==> src/rtl/fetch_unit.sv <==
// VR16 instruction fetch: PC, instruction memory request, jump handshake.
// Optional: FETCH_STALL_COUNTER_EN enables the memory wait-cycle counter.
module fetch_unit #(
  parameter logic [15:0] RESET_PC = 16'h0000
) (
  input  logic        clk,
  input  logic        reset,
  input  logic        enable_pc_increment,
  input  logic        enable_jump,
  input  logic [15:0] jump_address,
  output logic        jump_done,
  output logic        imem_read,
  output logic [15:0] imem_address,
  input  logic [15:0] imem_data,
  input  logic        imem_valid,
  output logic [15:0] pc_out,
  output logic [15:0] instruction_out,
  output logic        instruction_valid,
  output logic [15:0] stall_cycles
);

  localparam logic [0:0] S_REQUEST = 1'b0;
  localparam logic [0:0] S_HOLD    = 1'b1;

  logic [0:0]  state;
  logic [15:0] pc;
  logic        jump_accept;
  logic        pc_change;

  // a held enable_jump during the acknowledge cycle must not re-trigger
  assign jump_accept = enable_jump && !jump_done;
  assign pc_change   = jump_accept || enable_pc_increment;

  always_ff @(posedge clk) begin
    if (reset) begin
      pc              <= RESET_PC;
      instruction_out <= 16'h0000;
      jump_done       <= 1'b0;
      state           <= S_REQUEST;
    end else begin
      jump_done <= jump_accept;
      if (pc_change) begin
        pc    <= jump_accept ? jump_address : pc + 16'd1;
        state <= S_REQUEST;
      end else if (state == S_REQUEST && imem_valid) begin
        instruction_out <= imem_data;
        state           <= S_HOLD;
      end
    end
  end

  assign imem_read         = (state == S_REQUEST) && !reset;
  assign imem_address      = pc;
  assign pc_out            = pc;
  assign instruction_valid = (state == S_HOLD);

`ifdef FETCH_STALL_COUNTER_EN
  logic [15:0] stall_q;

  always_ff @(posedge clk) begin
    if (reset) begin
      stall_q <= 16'h0000;
    end else if (state == S_REQUEST && !imem_valid
                 && stall_q != 16'hFFFF) begin
      stall_q <= stall_q + 16'd1;
    end
  end

  assign stall_cycles = stall_q;
`else
  assign stall_cycles = 16'h0000;
`endif

endmodule

==> config.mk <==
export PLATFORM = sky130hd
export DESIGN_NAME = fetch_unit
export DESIGN_NICKNAME = d
export VERILOG_FILES = /design/src/rtl/fetch_unit.sv
export SDC_FILE = /design/constraint.sdc
export NUM_CORES = 1
export LEC_CHECK = 0
export BUFFER_PORTS_ARGS = -buffer_cell sky130_fd_sc_hd__buf_2
export CORE_MARGIN = 2
export CORE_UTILIZATION = 43
export DETAILED_ROUTE_END_ITERATION = 10
export HOLD_SLACK_MARGIN = 0.06
export PLACE_DENSITY_LB_ADDON = 0.25
export SKIP_CTS_REPAIR_TIMING = 1
export SYNTH_ARGS = -nofsm -noshare
export SYNTH_HDL_FRONTEND = slang
export SYNTH_SLANG_ARGS = --single-unit
==> constraint.sdc <==
create_clock -name clk -period 1.82 [get_ports clk]
set_input_delay 0.182 -clock clk [delete_from_list [all_inputs] [get_ports clk]]
set_output_delay 0.182 -clock clk [all_outputs]
set_load 0.01 [all_outputs]
# Yosys cells after proc, flatten, opt, wreduce, memory -nomap -nowiden
# Cells that the tools add are included.
# word_totals
out_inout_bits,67
elab_cells,16
input_bits,37
register_bits,34
# classes
bitwise_logic,2
addsub,1
reduce_logical,8
muxes,1
# ops
cell,n
"adder 16 x 1 -> 16 bit, second input constant",1
two-way mux 16 bit,1
logical AND 1 bit,3
zero test 1 bit,2
inverter 1 bit,2
AND reduction 2 bit,1
OR reduction 2 bit,1
logical OR 1 bit,1

# Depth between registers and ports, before layout
# depth
ltp_word,5
depth_mapped,7
depth_no_buf,5

# Worst setup path after synthesis
# No wires, ideal clock.
# synth_timing
path_kind,reg-to-reg
start,reg jump_done
end,reg instruction_out[5]
period_less_slack_ps,1596
path_buffers,3
path_stages_with_launch,8
arrival_ps,1469
required_time_ps,1692
setup_ps,128
slack_ps,224
path_cell_list,dfxtp_1 > nand2b_1 > buf_2 > nor4bb_1 > buf_2 > buf_4 > mux2i_1 > nor2_1
# synth_between
elab_chain_len,5
# synth_lines
item,line_no,source
start: declaration,11,"output logic jump_done,"
start signal: assignment,41,jump_done <= jump_accept;
zero test 1 bit,31,assign jump_accept = enable_jump && !jump_done;
logical AND 1 bit,31,
logical OR 1 bit,32,assign pc_change = jump_accept || enable_pc_increment;
inverter 1 bit (no source line),-,
AND reduction 2 bit (no source line),-,
end signal: assignment,46,instruction_out <= imem_data;
end: declaration,17,"output logic [15:0] instruction_out,"
# Every way passes these cells.
# A chain may end at the register's enable or synchronous reset.

# Worst setup path in the final report
# layout_timing
start,"reg pc[6], in the netlist imem_address[6]"
end,"reg pc[9], in the netlist imem_address[9]"
# layout_between
elab_chain_len,2
# layout_lines
item,line_no,source
start: declaration,26,logic [15:0] pc;
start signal: assignment,43,pc <= jump_accept ? jump_address : pc + 16'd1;
adder 16 x 1 -> 16 bit,43,
two-way mux 16 bit,43,
# Every way passes these cells.

==> key figures <==
Routing
  • Drt first-iter violations: 60
  • DRC: 0
  • Routed vias: 1,504
  • First drt pass iteration count: 4
  • WL/cell: 11.9 um
  • Antenna-violating nets left: 0
  • Vias per inst: 4.73
  • Final WL: 3790 um

Logic synthesis
  • Synth area leader: dfxtp_1
  • Mapped Cells: 195
  • Netlist Area Pre-Place: 1750 um2
  • Mean post-synth cell area: 8.98 um2
  • Top cells by area, synth: dfxtp_1 39%, buf_4 15%, mux2i_1 10%
  • Async set-reset flop share out of synthesis: 0
  • Number of enable flip-flop cells after synthesis: 0
  • Post-synth top flop: dfxtp_1
  • Synth unique cells: 30
  • #FFs+latches synth: 34
  • Area share of the largest cell type after synthesis: 0.389
  • Most frequent cell after synthesis: nor2_1
  • Yosys warns: 0
  • Sequential area share after synthesis: 0.389
  • Commonest cells in the netlist: 35 x nor2_1, 34 x buf_4, 34 x dfxtp_1

Cells and area
  • Fill cells: 411
  • Share of layout cells above drive strength 1: 0.399
  • Ant. Diodes: 0
  • Non-filler cells, final: 318
  • Footprint of the multi-input gates: 837 um2
  • Sequential cell area: 681 um2
  • Fin area: 2160 um2
  • Final nets: 306
  • Synthesis-to-finish area growth: 23.4%

Setup path
  • Worst path max stage delay: 0.48 ns
  • CP Cell Sequence: nand4_2 -> or4_1 -> xor2_1 -> a211oi_2
  • Crit path buf inv count: 0
  • Worst Path Arrival: 1.82 ns
  • CP top delay family: simple AND/OR/NAND/NOR gates
  • Worst r2r dst: imem_address[9]$_SDFFE_PP0P_
  • Worst setup endpoint: imem_address[9]$_SDFFE_PP0P_
  • CP Launch Type: flip-flop
  • Critical Path RT: 2.02 ns
  • Slowest CP cell: or4_1
  • Crit-path max FO: 10
  • Crit path launch: imem_address[6]$_SDFFE_PP0P_
  • Instance count on the critical path: 4
  • Worst Reg-to-Reg Cells: 4
  • Reg2Reg Setup Slack: 0.20 ns
  • Critical path capture point type: flip-flop
  • Critical path class: flip-flop to flip-flop
  • Reg2Reg Launch Point: imem_address[6]$_SDFFE_PP0P_

GRT
  • GRT Util Overall: 0.172
  • First-pass GRT wire length: 5840 um
  • Initial antenna violation count: 0
  • Vias in the first global route: 1,295
  • Grt ovf: 0
  • Largest net degree at the start of global routing: 36

STA
  • Skew final: 0.00454 ns
  • Final Hold Fails: 0
  • Max Freq: 616 MHz
  • Final Critical Period: 1.62 ns
  • Setup Viol. Count Final: 0
  • Crit share post-route: 0.892
  • Slew Limit Fails: 0
  • Setup TNS: 0 ns
  • Worst hold margin: 0.143 ns
  • RSZ-0062 raised after global routing: false

Floorplan
  • Die Y: 67.8 um
  • Initial cell density of the core: 0.441
  • Rows: 23
  • Die width: 67.8 um
  • DIE AREA: 4600 um2
  • Core area: 3970 um2
  • IO Count: 104

Clock network
  • Root Buffer: clkbuf_8
  • Max Buffers Root-to-Sink: 2
  • Clk_lat worst skew: 0.27 ns
  • Clk sinks: 34
  • Reg clk slew, reported paths: 0.06 ns
  • CTS tree: done
  • Htree depth: 2
  • TritonCTS Buffers: 5

Hold path
  • Worst hold-check path type: primary input to flip-flop

Power and ir drop
  • Leak: 1.03 nW
  • P per Cell Area: 769 nW/um2
  • Peak supply drop: 337 uV

Placement
  • Post-DP HPWL: 2890 um
  • Post-Place Cells: 311
  • Post-DP Area: 2080 um2
  • GP Congestion: 0.786
  • IO Port Bufs: 87

Run
  • Max_cap viols: 0

Run status
  • Status: finished, final reports clean
## cells by family (layout without fill, tap and decap cells)
| logic type | after synthesis | count (layout) | synth area share |
|---|---|---|---|
| AOI/OAI and AO/OA | 18 | 18 | 0.0793 |
| xor gates and xnor gates | 11 | 11 | 0.0550 |
| adders and majority gates | 1 | 1 | 0.00715 |
| buffers and inverters | 46 | 104 | 0.174 |
| DFF | 34 | 34 | 0.389 |
| muxes | 18 | 18 | 0.103 |
| other | 1 | 16 | 0.00214 |
| and+or+nand+nor | 66 | 66 | 0.191 |
## layout by cell type (no fill, tap or decap)
| cell | instances |
|---|---|
| and4_4 | 1 |
| a211oi_2 | 1 |
| ha_1 | 1 |
| nor4_1 | 2 |
| buf_4 | 8 |
| mux2i_1 | 18 |
| a311oi_1 | 3 |
| xor2_1 | 5 |
| conb_1 | 16 |
| nand2b_1 | 3 |
| or3_1 | 2 |
| o31ai_1 | 1 |
| and3_1 | 1 |
| nand4_2 | 2 |
| dfxtp_1 | 34 |
| nor4bb_4 | 1 |
| clkbuf_1 | 2 |
| nor4_2 | 1 |
| clkbuf_8 | 5 |
| o21ai_0 | 2 |
| inv_2 | 1 |
| xnor2_1 | 6 |
| a211oi_1 | 11 |
| nand4_1 | 3 |
| nand3_1 | 5 |
| inv_1 | 1 |
| nor2_1 | 35 |
| or4_1 | 2 |
| buf_2 | 87 |
| nand2_1 | 4 |
| nor3_1 | 4 |
## how the worst min path moves through the flow
stage | start | to | slack (ns) | cells after the start
floorplan | imem_data[10] | instruction_out[10]$_SDFFE_PP0P_ | 0.33 | 2
global placement | imem_data[6] | instruction_out[6]$_SDFFE_PP0P_ | 0.42 | 3
detailed placement | imem_data[2] | instruction_out[2]$_SDFFE_PP0P_ | 0.43 | 3
CTS | imem_data[2] | instruction_out[2]$_SDFFE_PP0P_ | 0.14 | 3
global route | imem_data[0] | instruction_out[0]$_SDFFE_PP0P_ | 0.15 | 3
finish | imem_data[4] | instruction_out[4]$_SDFFE_PP0P_ | 0.14 | 3
## layer usage
layer  wire [um]  vias to the layer above  global-route usage  part of all wire
met5           0                        -                   0                 0
met4          32                        0              0.0825            0.0084
met3         283                        2              0.0417             0.075
met2        1780                       56               0.278              0.47
met1        1690                      677               0.214              0.45
li1            -                      769                   -                 -
## final cells by class
cell class / instances / area share
clock buffer: 7 / 0.0353
inverter: 2 / 0.00348
tap: 50 / 0.0290
multi-input combinational: 130 / 0.388
sequential: 34 / 0.315
timing repair buffer: 95 / 0.229
## flip-flops by register name (all words and copies together) (netlist names)
| signal | flops |
|---|---|
| imem_address | 16 |
| instruction_out | 16 |
| instruction_valid | 1 |
| jump_done | 1 |
## worst reg2reg max path: cells and delay by family, from the launching register on
family,cells,cell delay (ns)
AOI/OAI and AO/OA,1,0.21
xor gates and xnor gates,1,0.17
DFF,1,0.41
and+or+nand+nor,2,0.76
## through the flow
step	worst slack (ns)	power, mW	util
6_report	0.196	1.66	0.544
2_1_floorplan	0.224	1.09	-
4_1_cts	0.189	1.69	0.544
5_1_grt	0.0822	1.76	0.544
3_3_place_gp	0.223	1.17	0.525
3_5_place_dp	0.201	1.18	0.525
## report_power, final
group	switching, mW	internal (mW)	leakage, nW	total, mW
clock	0.239	0.263	0.0383	0.502
sequential	0.0464	0.790	0.280	0.837
combinational	0.173	0.148	0.711	0.322
total	0.459	1.20	1.03	1.66
Note: power is estimated with default switching activity, not from simulation.
